===== config.mk =====
export PLATFORM = sky130hd
export DESIGN_NAME = sm4_key_expansion
export DESIGN_NICKNAME = d
export VERILOG_FILES = /design/src/rtl/sm4_pkg.sv /design/src/rtl/sm4_sbox.sv /design/src/rtl/sm4_key_expansion.sv
export SDC_FILE = /design/constraint.sdc
export NUM_CORES = 2
export LEC_CHECK = 0
export BUFFER_PORTS_ARGS = -buffer_cell sky130_fd_sc_hd__buf_2
export CAP_MARGIN = 20
export CORE_AREA = 2 2 450 452
export DETAILED_ROUTE_END_ITERATION = 12
export DIE_AREA = 0 0 452 454
export PLACE_DENSITY = 0.59
export SLEW_MARGIN = 25
export SYNTH_ARGS = -nofsm -noshare
export SYNTH_HDL_FRONTEND = slang
export SYNTH_HIERARCHICAL = 1
export SYNTH_SLANG_ARGS = --single-unit

===== constraint.sdc =====
create_clock -name clk -period 4.4 [get_ports clk]
set_input_delay 0.22 -clock clk [delete_from_list [all_inputs] [get_ports clk]]
set_output_delay 0.22 -clock clk [all_outputs]
set_load 0.01 [all_outputs]

===== src/rtl/sm4_pkg.sv =====
// Shared SM4 constants: FSM encoding, FK/CK tables, S-box table and the
// key-schedule linear transform L'.
package sm4_pkg;

    typedef enum logic [1:0] {
        IDLE   = 2'd0,
        EXPAND = 2'd1,
        DONE   = 2'd2
    } sm4_state_e;

    localparam int unsigned SM4_ROUNDS = 32;
    localparam logic [4:0]  LAST_ROUND = 5'(SM4_ROUNDS - 1);

    localparam logic [0:3][31:0] FK = {
        32'hA3B1BAC6, 32'h56AA3350, 32'h677D9197, 32'hB27022DC
    };

    localparam logic [0:31][31:0] CK = {
        32'h00070E15, 32'h1C232A31, 32'h383F464D, 32'h545B6269,
        32'h70777E85, 32'h8C939AA1, 32'hA8AFB6BD, 32'hC4CBD2D9,
        32'hE0E7EEF5, 32'hFC030A11, 32'h181F262D, 32'h343B4249,
        32'h50575E65, 32'h6C737A81, 32'h888F969D, 32'hA4ABB2B9,
        32'hC0C7CED5, 32'hDCE3EAF1, 32'hF8FF060D, 32'h141B2229,
        32'h30373E45, 32'h4C535A61, 32'h686F767D, 32'h848B9299,
        32'hA0A7AEB5, 32'hBCC3CAD1, 32'hD8DFE6ED, 32'hF4FB0209,
        32'h10171E25, 32'h2C333A41, 32'h484F565D, 32'h646B7279
    };

    localparam logic [0:255][7:0] SBOX = {
        8'hD6, 8'h90, 8'hE9, 8'hFE, 8'hCC, 8'hE1, 8'h3D, 8'hB7, 8'h16, 8'hB6, 8'h14, 8'hC2, 8'h28, 8'hFB, 8'h2C, 8'h05,
        8'h2B, 8'h67, 8'h9A, 8'h76, 8'h2A, 8'hBE, 8'h04, 8'hC3, 8'hAA, 8'h44, 8'h13, 8'h26, 8'h49, 8'h86, 8'h06, 8'h99,
        8'h9C, 8'h42, 8'h50, 8'hF4, 8'h91, 8'hEF, 8'h98, 8'h7A, 8'h33, 8'h54, 8'h0B, 8'h43, 8'hED, 8'hCF, 8'hAC, 8'h62,
        8'hE4, 8'hB3, 8'h1C, 8'hA9, 8'hC9, 8'h08, 8'hE8, 8'h95, 8'h80, 8'hDF, 8'h94, 8'hFA, 8'h75, 8'h8F, 8'h3F, 8'hA6,
        8'h47, 8'h07, 8'hA7, 8'hFC, 8'hF3, 8'h73, 8'h17, 8'hBA, 8'h83, 8'h59, 8'h3C, 8'h19, 8'hE6, 8'h85, 8'h4F, 8'hA8,
        8'h68, 8'h6B, 8'h81, 8'hB2, 8'h71, 8'h64, 8'hDA, 8'h8B, 8'hF8, 8'hEB, 8'h0F, 8'h4B, 8'h70, 8'h56, 8'h9D, 8'h35,
        8'h1E, 8'h24, 8'h0E, 8'h5E, 8'h63, 8'h58, 8'hD1, 8'hA2, 8'h25, 8'h22, 8'h7C, 8'h3B, 8'h01, 8'h21, 8'h78, 8'h87,
        8'hD4, 8'h00, 8'h46, 8'h57, 8'h9F, 8'hD3, 8'h27, 8'h52, 8'h4C, 8'h36, 8'h02, 8'hE7, 8'hA0, 8'hC4, 8'hC8, 8'h9E,
        8'hEA, 8'hBF, 8'h8A, 8'hD2, 8'h40, 8'hC7, 8'h38, 8'hB5, 8'hA3, 8'hF7, 8'hF2, 8'hCE, 8'hF9, 8'h61, 8'h15, 8'hA1,
        8'hE0, 8'hAE, 8'h5D, 8'hA4, 8'h9B, 8'h34, 8'h1A, 8'h55, 8'hAD, 8'h93, 8'h32, 8'h30, 8'hF5, 8'h8C, 8'hB1, 8'hE3,
        8'h1D, 8'hF6, 8'hE2, 8'h2E, 8'h82, 8'h66, 8'hCA, 8'h60, 8'hC0, 8'h29, 8'h23, 8'hAB, 8'h0D, 8'h53, 8'h4E, 8'h6F,
        8'hD5, 8'hDB, 8'h37, 8'h45, 8'hDE, 8'hFD, 8'h8E, 8'h2F, 8'h03, 8'hFF, 8'h6A, 8'h72, 8'h6D, 8'h6C, 8'h5B, 8'h51,
        8'h8D, 8'h1B, 8'hAF, 8'h92, 8'hBB, 8'hDD, 8'hBC, 8'h7F, 8'h11, 8'hD9, 8'h5C, 8'h41, 8'h1F, 8'h10, 8'h5A, 8'hD8,
        8'h0A, 8'hC1, 8'h31, 8'h88, 8'hA5, 8'hCD, 8'h7B, 8'hBD, 8'h2D, 8'h74, 8'hD0, 8'h12, 8'hB8, 8'hE5, 8'hB4, 8'hB0,
        8'h89, 8'h69, 8'h97, 8'h4A, 8'h0C, 8'h96, 8'h77, 8'h7E, 8'h65, 8'hB9, 8'hF1, 8'h09, 8'hC5, 8'h6E, 8'hC6, 8'h84,
        8'h18, 8'hF0, 8'h7D, 8'hEC, 8'h3A, 8'hDC, 8'h4D, 8'h20, 8'h79, 8'hEE, 8'h5F, 8'h3E, 8'hD7, 8'hCB, 8'h39, 8'h48
    };

    // Key-schedule diffusion: B ^ (B <<< 13) ^ (B <<< 23).
    function automatic logic [31:0] sm4_l_key(input logic [31:0] b);
        return b ^ {b[18:0], b[31:19]} ^ {b[8:0], b[31:9]};
    endfunction

endpackage


===== src/rtl/sm4_sbox.sv =====
// SM4 8-bit S-box, purely combinational; shared by key schedule and round datapath.
module sm4_sbox
    import sm4_pkg::*;
(
    input  logic [7:0] din,
    output logic [7:0] dout
);

    assign dout = SBOX[din];

endmodule


===== src/rtl/sm4_key_expansion.sv =====
// SM4 key schedule: one round key per cycle into a 32-entry register bank.
// Define SM4_KEY_DEC_ORDER_EN to compile in the decrypt-order output reversal.
module sm4_key_expansion
    import sm4_pkg::*;
(
    input  logic         clk,
    input  logic         reset,
    input  logic         sm4_enable_in,
    input  logic         user_key_valid_in,
    input  logic [127:0] user_key_in,
    input  logic         enc_dec_sel_in,
    output logic         key_exp_ready_out,
    output logic [31:0]  rk_00_out,
    output logic [31:0]  rk_01_out,
    output logic [31:0]  rk_02_out,
    output logic [31:0]  rk_03_out,
    output logic [31:0]  rk_04_out,
    output logic [31:0]  rk_05_out,
    output logic [31:0]  rk_06_out,
    output logic [31:0]  rk_07_out,
    output logic [31:0]  rk_08_out,
    output logic [31:0]  rk_09_out,
    output logic [31:0]  rk_10_out,
    output logic [31:0]  rk_11_out,
    output logic [31:0]  rk_12_out,
    output logic [31:0]  rk_13_out,
    output logic [31:0]  rk_14_out,
    output logic [31:0]  rk_15_out,
    output logic [31:0]  rk_16_out,
    output logic [31:0]  rk_17_out,
    output logic [31:0]  rk_18_out,
    output logic [31:0]  rk_19_out,
    output logic [31:0]  rk_20_out,
    output logic [31:0]  rk_21_out,
    output logic [31:0]  rk_22_out,
    output logic [31:0]  rk_23_out,
    output logic [31:0]  rk_24_out,
    output logic [31:0]  rk_25_out,
    output logic [31:0]  rk_26_out,
    output logic [31:0]  rk_27_out,
    output logic [31:0]  rk_28_out,
    output logic [31:0]  rk_29_out,
    output logic [31:0]  rk_30_out,
    output logic [31:0]  rk_31_out
);

    sm4_state_e  state_q, state_d;
    logic [4:0]  round_q, round_d;
    logic [31:0] k_q  [4];
    logic [31:0] k_d  [4];
    logic [31:0] rk_q [32];
    logic [31:0] rk_d [32];
    logic        ready_q, ready_d;

    logic [31:0] sbox_in_s, sbox_out_s, k_next_s;
    logic        start_s;
    logic [31:0] rk_sel_s [32];

    // tau: four parallel byte substitutions
    assign sbox_in_s = k_q[1] ^ k_q[2] ^ k_q[3] ^ CK[round_q];
    for (genvar b = 0; b < 4; b++) begin : g_tau
        sm4_sbox u_sbox (
            .din  (sbox_in_s[8*b +: 8]),
            .dout (sbox_out_s[8*b +: 8])
        );
    end
    assign k_next_s = k_q[0] ^ sm4_l_key(sbox_out_s);
    assign start_s  = sm4_enable_in & user_key_valid_in;

    // Next-state, round counter, key window and round-key bank update
    always_comb begin
        state_d = state_q;
        round_d = round_q;
        k_d     = k_q;
        rk_d    = rk_q;
        if (!sm4_enable_in) begin
            // enable low wins over everything; keys are retained, not cleared
            state_d = IDLE;
            round_d = 5'd0;
        end else begin
            case (state_q)
                IDLE, DONE: begin
                    if (start_s) begin
                        state_d = EXPAND;
                        round_d = 5'd0;
                        k_d[0]  = user_key_in[127:96] ^ FK[0];
                        k_d[1]  = user_key_in[95:64]  ^ FK[1];
                        k_d[2]  = user_key_in[63:32]  ^ FK[2];
                        k_d[3]  = user_key_in[31:0]   ^ FK[3];
                    end else begin
                        state_d = state_q;
                    end
                end
                EXPAND: begin
                    k_d[0]        = k_q[1];
                    k_d[1]        = k_q[2];
                    k_d[2]        = k_q[3];
                    k_d[3]        = k_next_s;
                    rk_d[round_q] = k_next_s;
                    round_d       = round_q + 5'd1;
                    if (round_q == LAST_ROUND) begin
                        state_d = DONE;
                    end else begin
                        state_d = EXPAND;
                    end
                end
                default: begin
                    state_d = IDLE;
                    round_d = 5'd0;
                end
            endcase
        end
        ready_d = (state_d == DONE);
    end

    // State and datapath registers with synchronous reset
    always_ff @(posedge clk) begin
        if (reset) begin
            state_q <= IDLE;
            round_q <= 5'd0;
            ready_q <= 1'b0;
            k_q     <= '{default: 32'h0};
            rk_q    <= '{default: 32'h0};
        end else begin
            state_q <= state_d;
            round_q <= round_d;
            ready_q <= ready_d;
            k_q     <= k_d;
            rk_q    <= rk_d;
        end
    end

`ifdef SM4_KEY_DEC_ORDER_EN
    for (genvar g = 0; g < 32; g++) begin : g_order
        assign rk_sel_s[g] = enc_dec_sel_in ? rk_q[31-g] : rk_q[g];
    end
`else
    logic unused_sel_s;
    assign unused_sel_s = enc_dec_sel_in;
    for (genvar g = 0; g < 32; g++) begin : g_order
        assign rk_sel_s[g] = rk_q[g];
    end
`endif

    assign key_exp_ready_out = ready_q;
    assign rk_00_out = rk_sel_s[0];
    assign rk_01_out = rk_sel_s[1];
    assign rk_02_out = rk_sel_s[2];
    assign rk_03_out = rk_sel_s[3];
    assign rk_04_out = rk_sel_s[4];
    assign rk_05_out = rk_sel_s[5];
    assign rk_06_out = rk_sel_s[6];
    assign rk_07_out = rk_sel_s[7];
    assign rk_08_out = rk_sel_s[8];
    assign rk_09_out = rk_sel_s[9];
    assign rk_10_out = rk_sel_s[10];
    assign rk_11_out = rk_sel_s[11];
    assign rk_12_out = rk_sel_s[12];
    assign rk_13_out = rk_sel_s[13];
    assign rk_14_out = rk_sel_s[14];
    assign rk_15_out = rk_sel_s[15];
    assign rk_16_out = rk_sel_s[16];
    assign rk_17_out = rk_sel_s[17];
    assign rk_18_out = rk_sel_s[18];
    assign rk_19_out = rk_sel_s[19];
    assign rk_20_out = rk_sel_s[20];
    assign rk_21_out = rk_sel_s[21];
    assign rk_22_out = rk_sel_s[22];
    assign rk_23_out = rk_sel_s[23];
    assign rk_24_out = rk_sel_s[24];
    assign rk_25_out = rk_sel_s[25];
    assign rk_26_out = rk_sel_s[26];
    assign rk_27_out = rk_sel_s[27];
    assign rk_28_out = rk_sel_s[28];
    assign rk_29_out = rk_sel_s[29];
    assign rk_30_out = rk_sel_s[30];
    assign rk_31_out = rk_sel_s[31];

endmodule


==> metrics <==
status finished, final reports clean; clk_skew 0.06357 ns; internal power 33.22 mW; DRC 0; Nets 8692; sequential-to-total area share from yosys stat 39.68%; Final Setup Violations 0; Worst VDD drop 2115 uV; Synth Warn # 6; antenna violation net count after detailed routing 0; Vias between 60000 and 70000; HPWL Detailed 229400 um; Total Routing Usage GR 29.18%; CTS root buffer clkbuf_16; f_max between 200 and 250 MHz; Biggest register k_q; Via density ~5.5; row count 165; Starting DRT DRC Count around 6200; CTS Sinks 1160; CP Cell Sequence buf_4 > xnor2_1 > xnor2_2 > buf_6 > buf_4 > nor2_1 > buf_4 > o21ai_0 > a31o_2 > a211oi_4 > buf_4 > o31ai_2 > buf_4 > xnor2_1 > xnor2_2 > buf_4 > buf_12 > a211oi_2; Hold WC Path Type input port to flop; final hold violations 0; RSZ-0062 raised after global routing true; Max-Cap Viols 0; worst hold margin between 0.1 and 0.15 ns; sw frac 51.80%; xor/xnor share of the synthesized area a little under 3%; CTS max path bufs 3; largest family of logic cells by synthesized area compound AO/OA/AOI/OAI gates; NetSw 35.70 mW; period utilization a little over nine tenths; critical path data arrival time 4.98 ns; setup ws final 0.05885 ns; Synth Area in Adders ~1.3%; Synth-to-Final Area Change 39.62%; grt ovf 0; Rel. slew slack a little under a third; Die ar. between 200000 and 250000 sq um; syn avg cell area 8.754 sq um; CP startpoint kind flop; number of global-route vias before repair 58340; Post-Route WL 318700 um; WP data required 5.04 ns; Async S/R FF share, synth 0%; max incr delay on CP just over 0.4 ns; commonest non-fill, non-tap cell in the layout nor2_1; # H-tree levels 4; Starting Density 29.14%; crit path max-delay cell type xnor2_2; power per cell area 843.4 nW/um^2; power consumption 68.92 mW; die height 454 um; final slew viol count 0; largest net degree at the start of global routing about 160; measured slew at the worst slew-check pin 1.047 ns; clk slew on worst S/H paths 0.06 ns; Placeable Area 200900 sq um; Leak 32.51 nW; die width between 400 and 500 um; part of the power in combinational logic 68.1%; Num CTS Buffers 130; FF+latch count, synth about 1200; worst slack, placed -0.4627 ns; CP top delay family buffers and inverters; share of cells above drive strength 1 38.48%; most frequent CP cell buf_4; IO Port Bufs 1156; Post-synth top flop dfxtp_1; Clock Latency Late Sink 0.82 ns; fin crit period 4.341 ns; post-synthesis compound-gate area fraction 30.61%; max FFs per register 128; crit path max fanout 18; Worst setup EP type flop; Post-Syn Area 58530 sq um; Synth cell types just over 80; placer's final routability congestion estimate about 0.95; Mapped Cells 6686; routed length per instance around 28 um; Sequential Power Share between 15 and 20%; Buf/Inv on CP 8; Post-synth EDFFs 0; antenna violations before repair 20; global-route wire length before repair 437500 um; Mapped Nets 6880; drt first pass iters 6; CTS tree done; Ports 1158; WS Path Type flop to flop; Clock Power Share 16.4%; mux cell area share after synthesis ~1.4%; most frequent cells in the layout nor2_1, dfxtp_1, buf_2; Synth Area in Simple Gates 16.64%
-- repair_timing --
action                                  4_1_cts  5_1_grt
endpoints found under the setup margin     1002     1013
cloned                                        2        7
hold buffers                                128        0
pin swaps                                    18       28
resized for setup                            68      181
endpoints found under the hold margin       168        0
buffers inserted                             22       31
-- metal layers --
layer | up-vias | track usage [%] | part of all wire (%)
li1 | 27870 | - | -
met1 | 30360 | 37.28 | 41
met2 | 3002 | 46.36 | 46
met3 | 722 | 5.927 | 7.7
met4 | 6 | 15.10 | 5.5
met5 | - | 0 | 0.0088
-- worst register-to-register path, stage by stage, from the launching register on --
cell and delay, ns:
dfxtp_1 0.32, buf_4 0.22, xnor2_1 0.14, xnor2_2 0.41, buf_6 0.33, buf_4 0.30, nor2_1 0.10, buf_4 0.14
o21ai_0 0.39, a31o_2 0.26, a211oi_4 0.09, buf_4 0.15, o31ai_2 0.32, buf_4 0.21, xnor2_1 0.17, xnor2_2 0.18
buf_4 0.20, buf_12 0.18, a211oi_2 0.12
-- layout make-up --
class	count	area (sq um)
fillers	20070	119200
repair buffers	2464	17890
well taps	2672	3343
multi-input cells	4690	32600
diodes	10	25.02
clock inverters	48	765.7
inverters	52	215.2
flip-flops and latches	1160	23230
clock buffers	180	3651
-- kinds of logic after synthesis --
group                      count (synthesis)
and+or+nand+nor                         2194
AOI/OAI and AO/OA                       2172
DFF                                     1160
buffers and inverters                    836
xor gates and xnor gates                 198
muxes                                     63
adders and majority gates                 63
-- cell usage after synthesis, types with 14 or more instances --
library cell,instances,area [sq um]
nand3_1,80,400.4
o311ai_0,44,385.4
o21ai_0,170,850.8
a32o_1,22,220.2
a21o_1,16,120.1
a2111oi_0,24,210.2
inv_1,40,150.1
nor2_4,16,180.2
buf_4,108,810.8
a211o_1,44,385.4
nor3_1,76,380.4
xnor2_1,178,1559
clkbuf_1,377,1415
nor2b_1,74,462.9
a221oi_1,44,385.4
a31oi_1,45,281.5
xor2_1,20,175.2
nor2_1,1291,4846
nand2b_1,79,494.2
o211ai_1,118,885.9
a311oi_1,86,753.2
dfxtp_1,1160,23220
buf_1,33,123.9
a21oi_1,282,1411
nand4_1,20,125.1
and2_1,20,125.1
or3_1,25,156.4
a22oi_1,14,105.1
ha_1,61,763.2
buf_2,195,975.9
nand2_1,392,1471
buf_6,71,799.5
nand3b_1,24,180.2
o31ai_1,29,217.7
mux2i_1,37,370.4
a211oi_1,636,4775
o2111ai_1,16,140.1
a211oi_2,448,5605
-- metrics by stage --
step	cell area, sq um	std cells	setup TNS [ns]	utilization, %
after floorplan	58540	6686	0	-
after global placement	73870	10850	-263.28	36.77
after detailed placement	73900	10850	-225.74	36.79
after CTS	80180	11230	0	39.92
after global routing	81700	11270	-0.6275	40.67
final	81720	11280	0	40.68
-- power groups by stage --
stage / clock, mW / sequential [mW] / combinational, mW
floorplan: 0 / 10.9 / 14.7
global placement: 0 / 10.9 / 42.0
detailed placement: 0 / 10.9 / 41.9
global route: 11.9 / 10.7 / 47.4
finish: 11.3 / 10.7 / 46.9
CTS: 11.5 / 10.7 / 43.5
-- worst paths after layout --
path         cells after the start  slack, ns               startpoint                          to
min                              4       0.13          user_key_in[14]        k_q[14]$_SDFFE_PP0P_
min reg2reg                      2       0.47    k_q[125]$_SDFFE_PP0P_       k_q[125]$_SDFFE_PP0P_
max                             18       0.06  round_q[0]$_SDFFE_PP0P_  rk_02_out[23]$_SDFFE_PP0P_
max reg2reg                     18       0.06  round_q[0]$_SDFFE_PP0P_  rk_02_out[23]$_SDFFE_PP0P_
No activity file was read; power rests on OpenSTA's default activity.
